**src/rtl/serial_arith_pkg.sv**
```systemverilog
// serial_arith_pkg
//   Shared definitions for the digit-serial arithmetic blocks.
//   - state_t  : controller state encoding (2 bits)
//   - MODE_*   : operation select values for mode_in
//   - cnt_width: width of a digit counter that must reach n-1 (minimum 1)
package serial_arith_pkg;

  // Each control output maps onto one state bit, so busy/done come straight
  // off a flop with no decode logic in between.
  typedef enum logic [1:0] {
    ST_IDLE = 2'b00,
    ST_RUN  = 2'b01,
    ST_DONE = 2'b10
  } state_t;

  localparam logic MODE_ADD = 1'b0;
  localparam logic MODE_SUB = 1'b1;

  function automatic int cnt_width(input int n);
    return (n > 1) ? $clog2(n) : 1;
  endfunction

endpackage

```
**src/rtl/serial_add_sub_digit_add.sv**
```systemverilog
// digit_add
//   Combinational DIGIT-bit ripple adder used as the shared digit cell of
//   serial_add_sub. With DIGIT=1 it is a plain full adder.
//   Ports:
//     a, b      : DIGIT-bit operand digits
//     cin       : carry into bit 0
//     sum       : DIGIT-bit sum digit
//     cout      : carry out of the top bit
//     c_msb_in  : carry into the top bit (used for signed-overflow detection)
module digit_add #(
  parameter int DIGIT = 1
) (
  input  logic [DIGIT-1:0] a,
  input  logic [DIGIT-1:0] b,
  input  logic             cin,
  output logic [DIGIT-1:0] sum,
  output logic             cout,
  output logic             c_msb_in
);

  always_comb begin
    logic c;
    // NOTE: blocking assignments here model the carry rippling bit by bit
    // within one evaluation; every output gets a default first so no latch
    // can be inferred.
    c        = cin;
    sum      = '0;
    c_msb_in = 1'b0;
    for (int i = 0; i < DIGIT; i++) begin
      if (i == DIGIT - 1) c_msb_in = c;
      sum[i] = a[i] ^ b[i] ^ c;
      c      = (a[i] & b[i]) | (c & (a[i] ^ b[i]));
    end
    cout = c;
  end

endmodule

```
**src/rtl/serial_add_sub.sv**
```systemverilog
// serial_add_sub
//   Digit-serial adder/subtractor. Operands are captured on an accepted
//   start, then processed DIGIT bits per clock, LSB first, through one
//   shared digit_add cell. Subtraction is a + ~b + 1 (B inverted at load,
//   carry register preset to 1).
//   Parameters:
//     WIDTH : operand/result width, multiple of DIGIT
//     DIGIT : bits processed per clock, 1..WIDTH
//   Ports:
//     clk_in     : clock, rising edge
//     rst_in     : synchronous active-high reset
//     start_in   : request, sampled only in IDLE
//     mode_in    : 0 = add, 1 = subtract (sampled with start_in)
//     a_in, b_in : operands (sampled with start_in)
//     busy_out   : high while digits are being processed
//     done_out   : one-cycle pulse when result/flags are valid
//     result_out : sum or difference, two's complement
//     cb_out     : carry-out (add) or borrow-out (subtract)
//     ovf_out    : signed overflow
module serial_add_sub
  import serial_arith_pkg::*;
#(
  parameter int WIDTH = 8,
  parameter int DIGIT = 1
) (
  input  logic             clk_in,
  input  logic             rst_in,
  input  logic             start_in,
  input  logic             mode_in,
  input  logic [WIDTH-1:0] a_in,
  input  logic [WIDTH-1:0] b_in,
  output logic             busy_out,
  output logic             done_out,
  output logic [WIDTH-1:0] result_out,
  output logic             cb_out,
  output logic             ovf_out
);

  localparam int N     = WIDTH / DIGIT;
  localparam int CNT_W = cnt_width(N);

  state_t state_q, state_d;

  logic [CNT_W-1:0] cnt_q;
  logic             carry_q;
  logic             mode_q;
  logic [WIDTH-1:0] a_sr, b_sr, acc_q;
  logic [WIDTH-1:0] acc_next;

  logic [DIGIT-1:0] dig_sum;
  logic             dig_cout;
  logic             dig_c_msb;

  logic accept;
  logic last_digit;

  assign accept     = (state_q == ST_IDLE) && start_in;
  assign last_digit = (cnt_q == CNT_W'(N - 1));

  // ---------------------------------------------------------------------
  // Shared digit cell
  // ---------------------------------------------------------------------
  digit_add #(
    .DIGIT(DIGIT)
  ) u_digit (
    .a        (a_sr[DIGIT-1:0]),
    .b        (b_sr[DIGIT-1:0]),
    .cin      (carry_q),
    .sum      (dig_sum),
    .cout     (dig_cout),
    .c_msb_in (dig_c_msb)
  );

  // New digit enters at the MSB end; after N shifts digit 0 sits at the LSB.
  assign acc_next = (acc_q >> DIGIT) | (WIDTH'(dig_sum) << (WIDTH - DIGIT));

  // ---------------------------------------------------------------------
  // FSM: state register
  // ---------------------------------------------------------------------
  // NOTE: sequential state is always updated with non-blocking assignments
  // so every flop samples values from before the edge.
  always_ff @(posedge clk_in) begin
    if (rst_in) state_q <= ST_IDLE;
    else        state_q <= state_d;
  end

  // ---------------------------------------------------------------------
  // FSM: next-state logic
  // ---------------------------------------------------------------------
  always_comb begin
    state_d = state_q;
    unique case (state_q)
      ST_IDLE: if (start_in)   state_d = ST_RUN;
      ST_RUN:  if (last_digit) state_d = ST_DONE;
      ST_DONE:                 state_d = ST_IDLE;
      default:                 state_d = ST_IDLE;
    endcase
  end

  // ---------------------------------------------------------------------
  // FSM: outputs (direct state bits, hence registered and mutually
  // exclusive by construction)
  // ---------------------------------------------------------------------
  always_comb begin
    busy_out = state_q[0];
    done_out = state_q[1];
  end

  // ---------------------------------------------------------------------
  // Operand/accumulator shift registers
  // ---------------------------------------------------------------------
  // NOTE: these datapath registers carry no reset; they are always loaded
  // on an accepted start before anything reads them, and nothing visible
  // depends on their contents outside RUN.
  always_ff @(posedge clk_in) begin
    if (accept) begin
      a_sr <= a_in;
      b_sr <= (mode_in == MODE_SUB) ? ~b_in : b_in;
    end else if (state_q == ST_RUN) begin
      a_sr  <= a_sr >> DIGIT;
      b_sr  <= b_sr >> DIGIT;
      acc_q <= acc_next;
    end
  end

  // ---------------------------------------------------------------------
  // Counter, carry and visible results
  // ---------------------------------------------------------------------
  always_ff @(posedge clk_in) begin
    if (rst_in) begin
      cnt_q      <= '0;
      carry_q    <= 1'b0;
      mode_q     <= MODE_ADD;
      result_out <= '0;
      cb_out     <= 1'b0;
      ovf_out    <= 1'b0;
    end else if (accept) begin
      cnt_q   <= '0;
      carry_q <= mode_in;   // +1 of the two's-complement negate for subtract
      mode_q  <= mode_in;
    end else if (state_q == ST_RUN) begin
      cnt_q   <= cnt_q + CNT_W'(1);
      carry_q <= dig_cout;
      // Visible outputs change only once the whole word is formed.
      if (last_digit) begin
        result_out <= acc_next;
        cb_out     <= dig_cout ^ mode_q;
        ovf_out    <= dig_c_msb ^ dig_cout;
      end
    end
  end

endmodule

```
**config.mk**
```make
export PLATFORM = sky130hd
export DESIGN_NAME = serial_add_sub
export DESIGN_NICKNAME = d
export VERILOG_FILES = /design/src/rtl/serial_arith_pkg.sv /design/src/rtl/serial_add_sub_digit_add.sv /design/src/rtl/serial_add_sub.sv
export SDC_FILE = /design/constraint.sdc
export NUM_CORES = 1
export LEC_CHECK = 0
export CAP_MARGIN = 5
export CORE_MARGIN = 2
export CORE_UTILIZATION = 45
export CTS_CLUSTER_SIZE = 16
export DETAILED_ROUTE_END_ITERATION = 10
export PLACE_DENSITY = 0.71
export SLEW_MARGIN = 20
export SYNTH_ARGS = -nofsm -noshare
export SYNTH_HDL_FRONTEND = slang
export SYNTH_SLANG_ARGS = --single-unit
```
**constraint.sdc**
```tcl
create_clock -name clk_in -period 2.15 [get_ports clk_in]
set_clock_uncertainty 0.2 [all_clocks]
set_input_delay 0.645 -clock clk_in [delete_from_list [all_inputs] [get_ports clk_in]]
set_output_delay 0.645 -clock clk_in [all_outputs]
set_load 0.01 [all_outputs]
```
==> out/results.txt <==
The logs give 1063 for the vias after detailed routing and 4.90 mm for the first-pass GRT wire length. The maximum level of the CTS H-tree was 2; the number of global-route vias before repair was 1092. The fraction of synthesis flops using an asynchronous set or reset pin came out at 0. In this run the worst path has a maximum fanout of 2. For the worst hold slack, the log shows 0.262 ns. The number of setup violations in the final report is 0. Leakage power of the design: 0.792 nW. Routed signal wires occupy layers up through met4. The floorplan step defined a die boundary enclosing 4110 sq um. The number of buffer and inverter instances along the worst setup path is 1.

In this run the critical register-to-register path is captured at ovf_out. The tools report the required time of the critical path as 1.30 ns. In the routed design, unresolved DRC markers number 0. After layout, the minimum clock period comes to 2.07 ns. For the register area share after synthesis, the log shows 0.635. The number of core rows is 21. The startpoint type of the worst setup path was a register. The number of flops mapped to enable cells by yosys was 23. Setup slack on the critical path of the routed design comes to 0.0815 ns. The final wirelength was 2.76 mm; the minimum setup slack among reg-to-reg paths was 0.43 ns.

The tree is rooted in a sky130_fd_sc_hd__clkbuf_4. For the length of the first detailed-routing pass in iterations, the log shows 4. The class of the most critical hold timing path was register to register. The depth of the worst hold-timing path works out to 0.

The number of design-rule violations left by the first detailed-router iteration is 42. The number of nets in the synthesized netlist is 156. Port buffering added 31 buffers.

The met2 wirelength from detailed routing is 1.32 mm, and the routed length on met1 is 1.25 mm. Clock latency on the worst-skew pair, taken at its later pin, is 0.34 ns. The measured slew at the worst slew-check pin was 0.520 ns. Summed over all instances, the cell type with the most area after synthesis is sky130_fd_sc_hd__edfxtp_1. Summing all flip-flop and latch instances after layout gives 1040 sq um. The count of state elements after synthesis works out to 40. The tools report the endpoint with the worst hold slack as acc_q[2]. The worst hold path begins at acc_q[3]. Worst-path cell with the longest stage delay: sky130_fd_sc_hd__clkdlybuf4s50_1. The synthesized cell area was 1620 sq um. In this run the critical register-to-register path is launched from cnt_q[0]. The multi-input combinational cells in the finished layout cover a total of 551 sq um. From synthesis to final layout, the design area changed by 30.2%. The logs give 133 for the post-synthesis instance total and 5 for the number of buffers added by the clock tree synthesis step.

The post-synthesis cell type count was 23; the final weighted congestion in routability-driven placement was 0.754. The remaining global-route overflow is 0. The signal on the critical path passes through clkdlybuf4s50_1.

The tools report the maximum clock frequency as 0.483 GHz. After synthesis, the most frequently instantiated cells are sky130_fd_sc_hd__edfxtp_1 (23), sky130_fd_sc_hd__a21oi_1 (17), sky130_fd_sc_hd__dfxtp_1 (17), sky130_fd_sc_hd__nand2_1 (17), sky130_fd_sc_hd__nor2_1 (15). The flow ran to the end, and the final reports show no timing, DRC or antenna violations. The logs give 2.01 mm for the post-DP HPWL and 422 uV for the maximum vdd ir drop. The most repeated cell in the gate-level netlist after synthesis was sky130_fd_sc_hd__edfxtp_1. Grouping stages by cell kind, the critical path spends the most delay in buffers and inverters.

The top-area cell type share of the netlist area was 0.425; the total routing usage reported by global routing was 0.157. The total power density per cell area was 718 nW/um^2; the count of clock tree sinks was 40. Entering global routing, the biggest net connects 18 pins. The primary flip-flop cell chosen by synthesis mapping was sky130_fd_sc_hd__edfxtp_1. Using the TritonRoute via totals, the vias-per-cell ratio works out to 4.88.

The clock-pin slew on the worst setup and hold paths was 0.11 ns; the number of hold-repair buffers added at the cts stage was 0. The tools report the total count of hold-check failures in the final report as 0. The repair_antennas step left the layout with diodes totalling 0. The clock passes through at most 2 buffers. The number of warnings printed during yosys synthesis was 0. Setup repair after global routing left no endpoint under its margin.

The tools report the final-report max-slew violation count as 0. The total area inside the core boundary comes to 3390 sq um. After detailed routing, the average wire length per cell comes to 12.7 um.

TritonCTS built the clock tree. Worst slew margin relative to its limit: 0.653. For the count of fill cells added during filler insertion, the log shows 285. Measured along the y axis, the die boundary spans 64.1 um. STA puts the critical path data arrival time at 1.22 ns.

Prior to clock tree synthesis, the placed netlist has a worst setup slack of -0.174 ns. The worst setup path is captured at a primary output. In this design, the stage delay of the slowest critical-path cell is 0.53 ns.

Max-cap violations in this run came to 0. The logs give 32 for the top-level I/O count and 194 for the number of nets in the final layout. The critical path is of the register to primary output type. Summed over all nets, wire length on met3 after detailed routing comes to 149 um. After synthesis, the mean cell area works out to 12.2 sq um. The horizontal die dimension was 64.1 um.

The share of final-layout standard cells stronger than drive strength 1 was 0.145; the remaining number of nets flagged by the antenna check after routing was 0. Yosys attributes the largest share of cell area to sky130_fd_sc_hd__edfxtp_1 (43%), sky130_fd_sc_hd__dfxtp_1 (21%), sky130_fd_sc_hd__xnor2_1 (5.9%). The final period utilization is 0.962, and the number of cell instances on the worst register-to-register path is 5.

The initial core utilization was 0.479. The run gives 0 as the number of antenna violations at the first check in global routing.
-- sequential cells by signal (all words and copies together) (netlist names) --
signal	cells
a_sr	8
cb_out	1
b_sr	8
state_q	2
carry_q	1
acc_q	7
mode_q	1
ovf_out	1
result_out	8
cnt_q	3
-- kinds of logic (layout without fill, tap and decap cells) --
family	Yosys count	in the layout	share of synthesized area
AOI/OAI and AO/OA	20	20	0.0686
and+or+nand+nor	41	41	0.116
DFF	40	40	0.635
xor gates and xnor gates	11	11	0.0593
adders and majority gates	3	3	0.0277
buffers and inverters	8	47	0.0262
muxes	10	10	0.0670
-- timing repair --
item                       in CTS  in global routing
buffers inserted                0                  0
setup endpoints to repair       2                  3
resized for setup               4                  3
-- placed cells by master, fill, tap and decap left out --
cell type / n
sky130_fd_sc_hd__nor3_1: 3
sky130_fd_sc_hd__ha_1: 2
sky130_fd_sc_hd__nor2b_1: 1
sky130_fd_sc_hd__a211oi_1: 2
sky130_fd_sc_hd__dfxtp_1: 15
sky130_fd_sc_hd__mux2i_1: 3
sky130_fd_sc_hd__mux2_2: 7
sky130_fd_sc_hd__and2_1: 1
sky130_fd_sc_hd__fa_1: 1
sky130_fd_sc_hd__clkbuf_8: 2
sky130_fd_sc_hd__edfxtp_1: 23
sky130_fd_sc_hd__inv_1: 1
sky130_fd_sc_hd__nand2b_1: 1
sky130_fd_sc_hd__nor2_1: 15
sky130_fd_sc_hd__a21oi_1: 17
sky130_fd_sc_hd__buf_4: 5
sky130_fd_sc_hd__dfxtp_4: 2
sky130_fd_sc_hd__nor3b_4: 1
sky130_fd_sc_hd__xnor2_1: 11
sky130_fd_sc_hd__buf_12: 2
sky130_fd_sc_hd__clkbuf_1: 1
sky130_fd_sc_hd__clkdlybuf4s50_1: 28
sky130_fd_sc_hd__dlymetal6s2s_1: 3
sky130_fd_sc_hd__clkbuf_4: 5
sky130_fd_sc_hd__nand2_1: 17
sky130_fd_sc_hd__and3b_1: 1
sky130_fd_sc_hd__nand3b_1: 1
sky130_fd_sc_hd__o221a_2: 1
-- final cells by class --
| cell class | instances | area share |
|---|---|---|
| Timing Repair Buffer | 38 | 0.187 |
| Inverter | 1 | 0.00178 |
| Clock buffer | 8 | 0.0325 |
| Multi-Input combinational cell | 85 | 0.260 |
| Sequential cell | 40 | 0.491 |
| Tap cell | 46 | 0.0272 |
-- report_power, final --
| group | switching (W) | total (W) | internal, W |
|---|---|---|---|
| logic | 0.0000813 | 0.000192 | 0.000111 |
| clock network | 0.000230 | 0.000423 | 0.000193 |
| registers | 0.0000239 | 0.000903 | 0.000879 |
-- worst max-delay path by stage --
| stage | startpoint | endpoint | depth (start not counted) |
|---|---|---|---|
| 2_1_floorplan | start_in | a_sr[0] | 2 |
| 3_3_place_gp | start_in | a_sr[0] | 4 |
| 3_5_place_dp | start_in | a_sr[5] | 4 |
| 4_1_cts | state_q[1] | done_out | 1 |
| 5_1_grt | result_out[4] | result_out[4] | 1 |
| 6_report | result_out[5] | result_out[5] | 1 |
-- metrics by stage --
step,cell area [sq um],cells,utilization,setup TNS [ns],power (W)
6_report,2110,218,0.624,0,0.00152
5_1_grt,2110,218,0.624,0,0.00159
3_3_place_gp,2030,210,0.599,-1.87,0.00111
2_1_floorplan,1620,133,-,0,0.00103
4_1_cts,2110,218,0.622,0,0.00153
3_5_place_dp,2030,210,0.599,-2.14,0.00112
-- layer usage --
metal  track usage  vias to the layer above
met5             0                        -
met1         0.182                      484
met4        0.0571                        0
li1              -                      540
met3        0.0546                        6
met2         0.267                       33
Note: power is estimated with default switching activity, not from simulation.
